`src/rtl/mem_arbiter.sv`:
```
// mem_arbiter
//   Shares a single memory port between the core (m0) and the debug module's
//   system-bus master (m1). One transaction is in flight at a time:
//   arbitrate in IDLE, present the address phase in ADDR, then return the
//   read response to the owner in RESP. Writes skip RESP.
//
// Parameters
//   ADDR_W         address width
//   DATA_W         data width
//   FIXED_PRIO     0 = round-robin between m0/m1, 1 = m1 wins whenever it requests
//   TIMEOUT_CYCLES response watchdog limit (only with MEM_ARB_TIMEOUT_EN)
//
// Optional build macro
//   MEM_ARB_TIMEOUT_EN  enables the RESP watchdog; on expiry the owner gets
//                       rvalid + err with rdata = 32'hDEAD_BEEF.
//                       Without it RESP waits forever and mX_err is 0.
//
// Ports
//   clk, rst                  clock, asynchronous active-high reset
//   mX_req/addr/wdata/we/type/sign   master X request and transfer fields
//   mX_gnt                    pulse: address phase accepted by memory
//   mX_rvalid/rdata/err       read response (rdata is 0 outside rvalid)
//   core_stall                m0_req & ~m0_gnt
//   s_req/addr/wdata/we/type/sign    latched request towards memory
//   s_gnt, s_rvalid, s_rdata  memory handshake and read data
//
// State table
//   state | meaning
//   IDLE  | no transaction; arbitrate and latch the winner's fields
//   ADDR  | s_req asserted with latched fields, waiting for s_gnt
//   RESP  | read issued, waiting for s_rvalid (or watchdog expiry)

`timescale 1ns/1ps

module mem_arbiter #(
    parameter int ADDR_W         = 32,
    parameter int DATA_W         = 32,
    parameter int FIXED_PRIO     = 0,
    parameter int TIMEOUT_CYCLES = 64
) (
    input  logic              clk,
    input  logic              rst,

    input  logic              m0_req,
    input  logic [ADDR_W-1:0] m0_addr,
    input  logic [DATA_W-1:0] m0_wdata,
    input  logic              m0_we,
    input  logic [1:0]        m0_type,
    input  logic              m0_sign,
    output logic              m0_gnt,
    output logic              m0_rvalid,
    output logic [DATA_W-1:0] m0_rdata,
    output logic              m0_err,

    input  logic              m1_req,
    input  logic [ADDR_W-1:0] m1_addr,
    input  logic [DATA_W-1:0] m1_wdata,
    input  logic              m1_we,
    input  logic [1:0]        m1_type,
    input  logic              m1_sign,
    output logic              m1_gnt,
    output logic              m1_rvalid,
    output logic [DATA_W-1:0] m1_rdata,
    output logic              m1_err,

    output logic              core_stall,

    output logic              s_req,
    output logic [ADDR_W-1:0] s_addr,
    output logic [DATA_W-1:0] s_wdata,
    output logic              s_we,
    output logic [1:0]        s_type,
    output logic              s_sign,
    input  logic              s_gnt,
    input  logic              s_rvalid,
    input  logic [DATA_W-1:0] s_rdata
);

    typedef enum logic [1:0] {
        IDLE = 2'd0,
        ADDR = 2'd1,
        RESP = 2'd2
    } state_t;

    state_t            state;
    logic              owner;       // 0 = m0, 1 = m1
    logic              last_owner;
    logic [ADDR_W-1:0] addr_q;
    logic [DATA_W-1:0] wdata_q;
    logic              we_q;
    logic [1:0]        type_q;
    logic              sign_q;

    logic              pick_m1;
    logic              expire;
    logic              gnt_pulse;
    logic              resp_done;
    logic [DATA_W-1:0] resp_data;

    // Winner selection. In round-robin mode a tie goes to whoever did not
    // own the previous transaction; a lone requester always wins.
    always_comb begin
        pick_m1 = 1'b0;
        if (FIXED_PRIO != 0) begin
            pick_m1 = m1_req;
        end else if (m0_req && m1_req) begin
            pick_m1 = ~last_owner;
        end else begin
            pick_m1 = m1_req;
        end
    end

    always_ff @(posedge clk or posedge rst) begin
        if (rst) begin
            state      <= IDLE;
            owner      <= 1'b0;
            last_owner <= 1'b1;
            addr_q     <= '0;
            wdata_q    <= '0;
            we_q       <= 1'b0;
            type_q     <= 2'b00;
            sign_q     <= 1'b0;
        end else begin
            case (state)
                IDLE: begin
                    if (m0_req || m1_req) begin
                        owner      <= pick_m1;
                        last_owner <= pick_m1;
                        addr_q     <= pick_m1 ? m1_addr  : m0_addr;
                        wdata_q    <= pick_m1 ? m1_wdata : m0_wdata;
                        we_q       <= pick_m1 ? m1_we    : m0_we;
                        type_q     <= pick_m1 ? m1_type  : m0_type;
                        sign_q     <= pick_m1 ? m1_sign  : m0_sign;
                        state      <= ADDR;
                    end
                end
                ADDR: begin
                    if (s_gnt) begin
                        state <= we_q ? IDLE : RESP;
                    end
                end
                RESP: begin
                    if (s_rvalid || expire) begin
                        state <= IDLE;
                    end
                end
                default: state <= IDLE;
            endcase
        end
    end

`ifdef MEM_ARB_TIMEOUT_EN
    localparam int TMR_W = (TIMEOUT_CYCLES < 1) ? 1 : $clog2(TIMEOUT_CYCLES + 1);

    // Down-counter loaded as the read is granted; expiry is the terminal
    // count while still in RESP. A same-cycle s_rvalid wins over expiry.
    logic [TMR_W-1:0] tmr;

    always_ff @(posedge clk or posedge rst) begin
        if (rst) begin
            tmr <= '0;
        end else if (state == ADDR && s_gnt && !we_q) begin
            tmr <= TMR_W'(TIMEOUT_CYCLES);
        end else if (state == RESP && !s_rvalid && tmr != '0) begin
            tmr <= tmr - 1'b1;
        end
    end

    assign expire    = (state == RESP) && (tmr == '0);
    assign resp_data = s_rvalid ? s_rdata : DATA_W'(32'hDEAD_BEEF);
    assign m0_err    = resp_done && !s_rvalid && !owner;
    assign m1_err    = resp_done && !s_rvalid &&  owner;
`else
    logic unused_timeout_cfg;

    assign unused_timeout_cfg = (TIMEOUT_CYCLES != 0);
    assign expire             = 1'b0;
    assign resp_data          = s_rdata;
    assign m0_err             = 1'b0;
    assign m1_err             = 1'b0;
`endif

    // Grant and response pulses follow the memory handshake combinationally
    // so the owner sees them in the same cycle as s_gnt / s_rvalid.
    assign gnt_pulse = (state == ADDR) && s_gnt;
    assign resp_done = (state == RESP) && (s_rvalid || expire);

    assign m0_gnt    = gnt_pulse && !owner;
    assign m1_gnt    = gnt_pulse &&  owner;
    assign m0_rvalid = resp_done && !owner;
    assign m1_rvalid = resp_done &&  owner;
    assign m0_rdata  = m0_rvalid ? resp_data : '0;
    assign m1_rdata  = m1_rvalid ? resp_data : '0;

    assign core_stall = m0_req && !m0_gnt;

    assign s_req   = (state == ADDR);
    assign s_addr  = addr_q;
    assign s_wdata = wdata_q;
    assign s_we    = we_q;
    assign s_type  = type_q;
    assign s_sign  = sign_q;

endmodule

```
`config.mk`:
```
export PLATFORM = sky130hd
export DESIGN_NAME = mem_arbiter
export DESIGN_NICKNAME = d
export VERILOG_FILES = /design/src/rtl/mem_arbiter.sv
export SDC_FILE = /design/constraint.sdc
export NUM_CORES = 1
export LEC_CHECK = 0
export BUFFER_PORTS_ARGS = -buffer_cell sky130_fd_sc_hd__clkbuf_2
export CAP_MARGIN = 10
export CORE_AREA = 2 2 122 124
export CTS_CLUSTER_DIAMETER = 200
export DETAILED_ROUTE_END_ITERATION = 6
export DIE_AREA = 0 0 124 126
export GPL_TIMING_DRIVEN = 0
export SLEW_MARGIN = 20
export SYNTH_ARGS = -nofsm -noshare
export SYNTH_HDL_FRONTEND = slang
export SYNTH_SLANG_ARGS = --single-unit
```
`constraint.sdc`:
```
create_clock -name clk -period 3.3 [get_ports clk]
set_input_delay 0.66 -clock clk [delete_from_list [all_inputs] [get_ports clk]]
set_output_delay 0.66 -clock clk [all_outputs]
set_load 0.005 [all_outputs]
```
==> results by group, run 1 <==
Status
  • Status: complete, no violations

STA
  • Worst Max-Slew Pin Slew: approximately 0.8 ns
  • Final Cycle Share: 0.844
  • Maximum clock frequency: 359 MHz
  • Fin. max-slew vios: 0
  • Slew HR: 0.464
  • Final min period: between 2 and 3 ns
  • Setup Viol. Count Final: 0
  • Final hold vios: 0
  • RSZ-0062 raised after global routing: no
  • Min Hold Slack: 0.337 ns
  • Clock Skew: 0.00900 ns

Power and ir drop
  • Switching pwr: between 1 and 1.5 mW
  • Switch share: 0.309
  • Pwr/cell area: approximately 730 nW/um^2
  • LEAKAGE: 3.36 nW
  • Clock Power Share: 0.209
  • Pint: between 3 and 4 mW
  • VDD IR-drop max: 0.218 mV
  • Final total power: 4.60 mW
  • Sequential share of power: 0.347
  • Gate power share: 0.444

Clock network
  • Root Buffer: clkbuf_16
  • Clock transition at the registers of the reported paths: ~0.060 ns
  • CTS Buf Count: 9
  • CTS sink count: roughly 70
  • H-tree levels: 3
  • Cts-stage hold buffer count: 0
  • PostCTS Resize Cnt: 0
  • Setup Fix Bufs, Post-CTS: 0
  • CTS tree: built
  • Clock Path Buffers: 2
  • Skew-Pair Late Insertion Delay: ~0.33 ns

Global route
  • GRT Total Usage: 0.155
  • GRT overflow: 0
  • Antenna violations before repair: 0
  • Vias in the first global route: 3725
  • Pin count of the biggest net entering global routing: 40
  • First-pass GRT wire length: between 15000 and 20000 um

Floorplanning
  • Die Width: ~120 um
  • Core ar.: 14300 um^2
  • # rows: 44
  • Die Span Y: 126 um
  • Die area: about 16000 um^2
  • I/O Pins: roughly 310
  • Initial core utilization: 0.290

Finish
  • Share of post-route cells with drive strength above 1: 0.748
  • Final design instance area without fill: 6250 um^2
  • Commonest non-fill, non-tap cell in the layout: clkbuf_2
  • Nets: between 800 and 900
  • Area Overhead vs Synth: 50.6%
  • Most frequent cells in the layout: clkbuf_2, mux2_2, dfrtp_1
  • Ant diodes: 0

Routing
  • Detail Route Antenna Nets: 0
  • Detailed Routing Iterations Pass 1: 4
  • DR iter-0 viols: 90
  • Via total after detailed routing: around 3600
  • DRC Markers: 0
  • Routed wire length per instance: 15.1 um
  • Vias per cell: between 4 and 5
  • Total wire length: 12500 um

Placed design
  • Post-DP Area: 5970 um^2
  • Input/output buffers: around 310
  • DP HPWL: between 10000 and 15000 um
  • Gpl congestion: 0.802

Synthesis
  • Synth Flop Type: dfrtp_1
  • Netlist Area Pre-Place: 4150 um^2
  • Mapped Cells: about 320
  • Yosys reg bits: 72
  • Yosys warnings: 0
  • Avg Inst Size Synth: 13.2 um^2
  • Async set-reset flop share out of synthesis: 1.00
  • Synth unique cells: 24
  • Post-synth EDFFs: 0
  • Seq/Total Area, Yosys: 0.434

Setup path
  • Critical path class: primary input to output pin
  • Setup crit start kind: primary input
  • Crit path DAT: roughly 2.1 ns
  • Worst setup EP type: output pin
  • Largest fanout on the critical path: 10
  • WP data required: 2.64 ns

Hold path
  • Worst hold path type: primary input to asynchronous set/reset pin

Flow run
  • Max Cap Viol: 0
-- Yosys cell counts, types with 2 or more instances --
master	instances	area share
clkbuf_1	6	0.0054
nor2_1	2	0.0018
inv_1	3	0.0027
and2_1	64	0.096
buf_8	2	0.0072
buf_4	2	0.0036
mux2_4	38	0.14
mux2i_1	2	0.0048
buf_6	2	0.0054
dfrtp_1	71	0.43
mux2_2	98	0.27
nor3b_1	2	0.0036
nor2b_1	2	0.0030
buf_2	11	0.013
-- routing by layer --
metal,track usage,share of wire,vias up
met5,0,0,-
met4,0.0463,0.013,0
met3,0.0326,0.074,13
met2,0.311,0.56,175
met1,0.153,0.35,1731
li1,-,-,1729
-- logic make-up after synthesis --
| family | share of synthesized area |
|---|---|
| and+or+nand+nor | 0.111 |
| other | 0.000903 |
| buffers and inverters | 0.0377 |
| muxes | 0.408 |
| DFF | 0.434 |
| AOI/OAI and AO/OA | 0.00844 |
-- path summary, 6_finish.rpt --
kind / cells after the start / endpoint / slack [ns] / from
max: 6 / m1_rdata[5] / 0.52 / s_rvalid
min: 2 / s_wdata[17] / 0.34 / rst
max reg2reg: 3 / s_addr[23] / 1.38 / state[0]
min reg2reg: 1 / s_addr[20] / 0.50 / s_addr[20]
max in group asynchronous: 3 / last_owner / 2.35 / rst
min in group clk: 1 / s_addr[20] / 0.50 / s_addr[20]
-- registers in the layout, summed over array words and instances, names as in the netlist --
name	count
state	2
owner	1
s_we	1
s_addr	32
s_type	2
last_owner	1
s_wdata	32
s_sign	1
-- power by group through the flow --
stage	Clock, mW	Sequential, mW	Combinational (mW)
finish	0.960	1.60	2.04
global route	1.03	1.66	2.22
CTS	0.990	1.60	2.10
detailed placement	0	1.61	2.09
global placement	0	1.59	2.05
floorplan	0	1.62	1.19
-- worst max-delay path, stage by stage --
cell      delay (ns)
clkbuf_2        0.10
nand2_1         0.06
nor3b_1         0.67
clkbuf_1        0.33
and2_1          0.17
clkbuf_2        0.12
-- through the flow --
stage | setup WS [ns] | setup TNS [ns] | util | instances
after global routing | 0.284 | 0 | 0.437 | 827
after CTS | 0.449 | 0 | 0.437 | 827
after floorplan | 0.817 | 0 | - | 316
after global placement | -0.0285 | -1.70 | 0.415 | 811
final | 0.516 | 0 | 0.437 | 827
after detailed placement | 0.454 | 0 | 0.417 | 812
-- cell type report --
class	count	area, um^2
inverter	3	13.8
sequential	72	1800
buffer	23	145
clock inverter	3	42.5
multi-input combinational	218	2200
tap	184	230
timing repair buffer	312	1580
fill	1375	8060
clock buffer	12	246
Power figures use the tool's default switching activity.
==> run 2, diff against run 1 <==
--- a/config.mk
+++ b/config.mk
@@ -7,10 +7,10 @@
 export LEC_CHECK = 0
 export BUFFER_PORTS_ARGS = -buffer_cell sky130_fd_sc_hd__clkbuf_2
 export CAP_MARGIN = 10
-export CORE_AREA = 2 2 122 124
+export CORE_AREA = 2 2 123 125
 export CTS_CLUSTER_DIAMETER = 200
 export DETAILED_ROUTE_END_ITERATION = 6
-export DIE_AREA = 0 0 124 126
+export DIE_AREA = 0 0 125 127
 export GPL_TIMING_DRIVEN = 0
 export SLEW_MARGIN = 20
 export SYNTH_ARGS = -nofsm -noshare
==> constraint.sdc (replaced) <==
create_clock -name clk -period 2.3 [get_ports clk]
set_input_delay 0.46 -clock clk [delete_from_list [all_inputs] [get_ports clk]]
set_output_delay 0.46 -clock clk [all_outputs]
set_load 0.005 [all_outputs]
==> results by group, run 2 (same netlist as run 1, synthesis figures left out) <==
Status
  • Status: complete, no violations

Floorplanning
  • Die area: 15900 um^2 (+1.6%)
  • # rows: 44 (unchanged)
  • Die Width: 125 um (+0.81%)
  • I/O Pins: 314 (unchanged)
  • Core ar.: 14400 um^2 (+0.77%)
  • Die Span Y: 127 um (+0.79%)
  • Initial core utilization: 0.288 (-0.00221)

Setup path
  • R2R Setup Slk: 0.23 ns (-1.15 ns)
  • Setup crit start kind: register
  • Crit path DAT: 1.71 ns (-0.41 ns)
  • Largest fanout on the critical path: 10 (unchanged)
  • Critical path class: register to output pin
  • WP data required: 1.84 ns (-0.80 ns)
  • Worst setup EP type: output pin

STA
  • Fin. max-slew vios: 0 (unchanged)
  • Slew HR: 0.520 (+0.0561)
  • Clock Skew: 0.00723 ns (-0.00177 ns)
  • Final Cycle Share: 0.944
  • Min Hold Slack: 0.152 ns (-0.185 ns)
  • Final worst slack: 0.128 ns (-0.387 ns)
  • RSZ-0062 raised after global routing: yes
  • Setup Viol. Count Final: 0 (unchanged)
  • Final hold vios: 0 (unchanged)
  • Maximum clock frequency: around 460 MHz
  • Worst Max-Slew Pin Slew: 0.716 ns (-0.0863 ns)
  • Final min period: 2.17 ns

Placed design
  • Gpl congestion: 0.855 (+6.6%)
  • DP HPWL: 10600 um (+3.8%)
  • Pre-CTS setup slack: -0.0367 ns (-0.490 ns)
  • Post-DP Area: 5970 um^2 (unchanged)
  • Input/output buffers: 311 (unchanged)

Global route
  • First-pass GRT wire length: 19800 um (+7.1%)
  • Pin count of the biggest net entering global routing: 38 (-5.0%)
  • GRT overflow: 0 (unchanged)
  • GRT Total Usage: 0.159 (+0.00420)
  • Vias in the first global route: 3889 (+4.4%)
  • Antenna violations before repair: 2 (+2)

Clock network
  • Setup Fix Bufs, Post-CTS: 0 (unchanged)
  • Skew-Pair Late Insertion Delay: 0.32 ns (about the same)
  • Root Buffer: clkbuf_16
  • CTS tree: built
  • CTS sink count: 72 (unchanged)
  • CTS Buf Count: 9 (unchanged)
  • Clock Path Buffers: 2 (unchanged)
  • Clock transition at the registers of the reported paths: 0.06 ns (about the same)
  • H-tree levels: 3 (unchanged)

Routing
  • Via total after detailed routing: 3634 (-0.38%)
  • DRC Markers: 0 (unchanged)
  • Routed wire length per instance: 15.6 um (+3.4%)
  • Detail Route Antenna Nets: 0 (unchanged)
  • Total wire length: 12900 um (+3.8%)
  • DR iter-0 viols: 83 (-7.8%)
  • Detailed Routing Iterations Pass 1: 4 (unchanged)
  • Vias per cell: 4.38 (-0.74%)

Hold path
  • Worst hold path type: primary input to asynchronous set/reset pin

Flow run
  • Max Cap Viol: 0 (unchanged)

Finish
  • Nets: 813 (unchanged)
  • Area of the multi-input gates: 2220 um^2 (+1.3%)
  • Area Overhead vs Synth: 51.4%
  • Register area: 1800 um^2 (unchanged)
  • Share of post-route cells with drive strength above 1: 0.761 (+0.0128)
  • Layout fillers: 1372 (-0.22%)
  • Final design instance area without fill: 6290 um^2 (+0.52%)
  • Most frequent cells in the layout: clkbuf_2, mux2_2, dfrtp_1
  • Commonest non-fill, non-tap cell in the layout: clkbuf_2

Power and ir drop
  • Pwr/cell area: 1050 nW/um^2 (+43%)
  • VDD IR-drop max: 0.362 mV (+66%)
  • LEAKAGE: 3.40 nW (+1.1%)
  • Final total power: 6.62 mW (+44%)
==> run 2: cell types whose count changed in the layout (fill, tap and decap cells not counted), sizes merged <==
cell      before  now
buf           18   20
clkbuf       329  327
clkinv         1    3
diode          0    2
clkinvlp       1    0
==> run 2: final cells by class <==
type	instances	share of cell area
Antenna cell	2	0.000796
Buffer	23	0.0243
Clock buffer	12	0.0376
Clock inverter	4	0.00716
Inverter	3	0.00219
Multi-Input combinational cell	218	0.354
Sequential cell	72	0.287
Tap cell	184	0.0366
Timing Repair Buffer	312	0.251
==> run 2: per-layer routing <==
metal,track usage,vias up,routed length (um)
li1,-,1736,-
met1,0.171,1697,4870
met2,0.298,188,6920
met3,0.0402,13,917
met4,0.0621,0,232
met5,0,-,0
==> run 2: repair_timing <==
| action | 4_1_cts | 5_1_grt |
|---|---|---|
| gates resized for setup | 2 | 16 |
| hold endpoints to repair | 0 | 0 |
| setup endpoints to repair | 60 | 61 |
| pin swaps | 0 | 1 |
| hold buffers | 0 | 0 |
==> run 2: power breakdown <==
group | leakage (nW) | switching [mW] | internal, mW | total, mW
combinational | 2.42 | 1.19 | 1.77 | 2.96
clock | 0.140 | 0.499 | 0.835 | 1.33
sequential | 0.841 | 0.381 | 1.94 | 2.32
==> run 2: worst max-delay path, cell delays in order, from the launching register on <==
cell and delay, ns:
dfrtp_1 0.40, nand2_1 0.15, nor3b_4 0.33, buf_2 0.24
and2_1 0.15, clkbuf_2 0.11
==> run 2: worst paths after layout <==
check	to	startpoint	cells after the start
max	m1_rdata[22]	state[1]	5
min	s_wdata[15]	rst	2
max reg2reg	s_addr[22]	state[0]	3
min reg2reg	s_wdata[25]	s_wdata[25]	1
max in group asynchronous	last_owner	rst	3
min in group clk	s_we	m1_we	3
==> run 2: metrics by stage <==
| step | std cells | utilization | TNS [ns] |
|---|---|---|---|
| 5_1_grt | 830 | 0.436 | -0.0719 |
| 4_1_cts | 828 | 0.434 | -0.460 |
| 3_3_place_gp | 811 | 0.412 | -60.75 |
| 6_report | 830 | 0.436 | 0 |
| 3_5_place_dp | 812 | 0.414 | -0.430 |
| 2_1_floorplan | 316 | - | 0 |
==> run 3, diff against run 2 <==
--- a/config.mk
+++ b/config.mk
@@ -7,10 +7,10 @@
 export LEC_CHECK = 0
 export BUFFER_PORTS_ARGS = -buffer_cell sky130_fd_sc_hd__clkbuf_2
 export CAP_MARGIN = 10
-export CORE_AREA = 2 2 123 125
+export CORE_AREA = 2 2 121 123
 export CTS_CLUSTER_DIAMETER = 200
 export DETAILED_ROUTE_END_ITERATION = 6
-export DIE_AREA = 0 0 125 127
+export DIE_AREA = 0 0 123 125
 export GPL_TIMING_DRIVEN = 0
 export SLEW_MARGIN = 20
 export SYNTH_ARGS = -nofsm -noshare
==> results by group, run 3 (same netlist as run 1, synthesis figures left out) <==
Status
  • Status: complete, no violations

Routing
  • Max layer used: met4
  • Total wire length: 12800 um (-1.1%)
  • DR iter-0 viols: 76 (-8.4%)
  • Met3 routed WL: 828 um (-9.7%)
  • Vias per cell: 4.37 (about the same)
  • Detailed Routing Iterations Pass 1: 4 (unchanged)
  • DRC Markers: 0 (unchanged)
  • Met2 routed WL: 6910 um (-0.20%)
  • Met1 wire length: 4930 um (+1.4%)
  • Routed wire length per instance: 15.4 um (-1.0%)
  • Via total after detailed routing: 3626 (-0.22%)
  • Detail Route Antenna Nets: 0 (unchanged)

Clock network
  • CTS Buf Count: 9 (unchanged)
  • CTS sink count: 72 (unchanged)
  • H-tree levels: 3 (unchanged)
  • CTS tree: built
  • Cts-stage hold buffer count: 0 (unchanged)
  • Clock transition at the registers of the reported paths: 0.06 ns (about the same)
  • Root Buffer: clkbuf_16
  • Clock Path Buffers: 2 (unchanged)
  • Skew-Pair Late Insertion Delay: 0.32 ns (about the same)

Setup path
  • WP data required: 1.84 ns (about the same)
  • Crit-path slowest cell: dfrtp_1
  • Crit path DAT: 1.72 ns (about the same)
  • R2R Path End: s_addr[25]
  • CP dominant cell by count: nor2b_1
  • Crit-path cells: nor2b_1 -> nor3b_2 -> nor2b_1 -> clkbuf_2
  • Worst setup EP type: output pin
  • R2R depth: 3 (unchanged)
  • FF-to-FF Start: state[0]
  • Setup crit start kind: register
  • Max incr delay on CP: 0.49 ns (+0.09 ns)
  • R2R Setup Slk: 0.21 ns (-0.02 ns)
  • Critical path class: register to output pin
  • Largest fanout on the critical path: 5 (-5)

Floorplanning
  • Die Span Y: 125 um (-1.6%)
  • # rows: 44 (unchanged)
  • I/O Pins: 314 (unchanged)
  • Initial core utilization: 0.292 (+0.00446)
  • Core ar.: 14200 um^2 (-1.5%)
  • Die Width: 123 um (-1.6%)
  • Die area: 15400 um^2 (-3.1%)

Flow run
  • Max Cap Viol: 0 (unchanged)

STA
  • Final min period: 2.18 ns (+0.0122 ns)
  • Min Hold Slack: 0.150 ns (-0.00281 ns)
  • Worst Max-Slew Pin Slew: 0.777 ns (+0.0606 ns)
  • RSZ-0062 raised after global routing: yes
  • Setup Viol. Count Final: 0 (unchanged)
  • Slew HR: 0.479 (-0.0406)
  • Clock Skew: 0.00457 ns (-0.00266 ns)
  • Final hold vios: 0 (unchanged)
  • Maximum clock frequency: 458 MHz (-0.56%)
  • Fin. max-slew vios: 0 (unchanged)
  • Final Cycle Share: 0.950 (+0.00529)

Placed design
  • DP HPWL: 10400 um (-1.8%)
  • Post-DP Area: 5970 um^2 (unchanged)
  • Input/output buffers: 311 (unchanged)
  • Gpl congestion: 0.842 (-1.5%)
  • Placed cells: 812 (unchanged)

Power and ir drop
  • LEAKAGE: 3.43 nW (+1.1%)
  • Final total power: 6.88 mW (+4.0%)
  • Pwr/cell area: 1080 nW/um^2 (+2.9%)
  • VDD IR-drop max: 0.451 mV (+25%)

Global route
  • First-pass GRT wire length: 19500 um (-1.6%)
  • Antenna violations before repair: 0 (-2)
  • Vias in the first global route: 3890 (+0.026%)
  • GRT overflow: 0 (unchanged)
  • Pin count of the biggest net entering global routing: 38 (unchanged)
  • GRT Total Usage: 0.164 (+0.00524)

Finish
  • Ant diodes: 0 (-2)
  • Non-filler instance count after layout: 829 (-0.12%)
  • Final core occ: 0.447 (+0.0115)
  • Nets: 814 (+0.12%)
  • Share of post-route cells with drive strength above 1: 0.764 (+0.00347)
  • Final design instance area without fill: 6350 um^2 (+1.1%)
  • Commonest non-fill, non-tap cell in the layout: clkbuf_2
  • Area Overhead vs Synth: 53.0%
  • Most frequent cells in the layout: clkbuf_2, mux2_2, dfrtp_1

Hold path
  • Worst hold path type: primary input to asynchronous set/reset pin
## run 3: metal layers
metal | up-vias | track usage
li1 | 1734 | -
met1 | 1715 | 0.182
met2 | 170 | 0.315
met3 | 7 | 0.0278
met4 | 0 | 0.0448
met5 | - | 0
## run 3: repair_timing
item	in CTS	in global routing
gates resized for setup	7	10
endpoints found under the setup margin	62	40
setup buffers	0	1
endpoints found under the hold margin	0	0
## run 3: worst max-delay path by stage
stage          slack (ns)      endpoint  startpoint
2_1_floorplan        0.02         owner         rst
3_3_place_gp        -0.83    s_wdata[3]         rst
3_5_place_dp        -0.03  m1_rdata[21]    s_rvalid
4_1_cts              0.01  m0_rdata[22]    state[1]
5_1_grt             -0.03    core_stall    state[0]
6_report             0.12    core_stall    state[0]
## run 3: where the power goes
| group | total, mW | switching [mW] | leakage [nW] | internal, mW |
|---|---|---|---|---|
| clock network | 1.61 | 0.517 | 0.170 | 1.09 |
| registers | 2.30 | 0.364 | 0.841 | 1.94 |
| logic | 2.97 | 1.20 | 2.42 | 1.77 |
| total | 6.88 | 2.08 | 3.43 | 4.80 |
## run 3: worst max-delay path: cells and delay by family, from the launching register on
kind | cells | cell delay (ns)
flip-flops | 1 | 0.49
AND/OR/NAND/NOR | 3 | 0.78
buffers and inverters | 1 | 0.12
## run 3: final cells by class
type,instances,area (um^2)
buffer,23,153
clock buffer,11,243
clock inverter,5,104
fill,1337,7850
inverter,3,13.8
multi-input combinational,218,2220
sequential,72,1800
tap,184,230
timing repair buffer,313,1580
## run 3: metrics by stage
step / setup WS (ns) / TNS, ns
after floorplan: 0.0167 / 0
after global placement: -0.825 / -58.49
after detailed placement: -0.0274 / -0.211
after CTS: 0.0131 / 0
after global routing: -0.0323 / -0.0411
final: 0.116 / 0
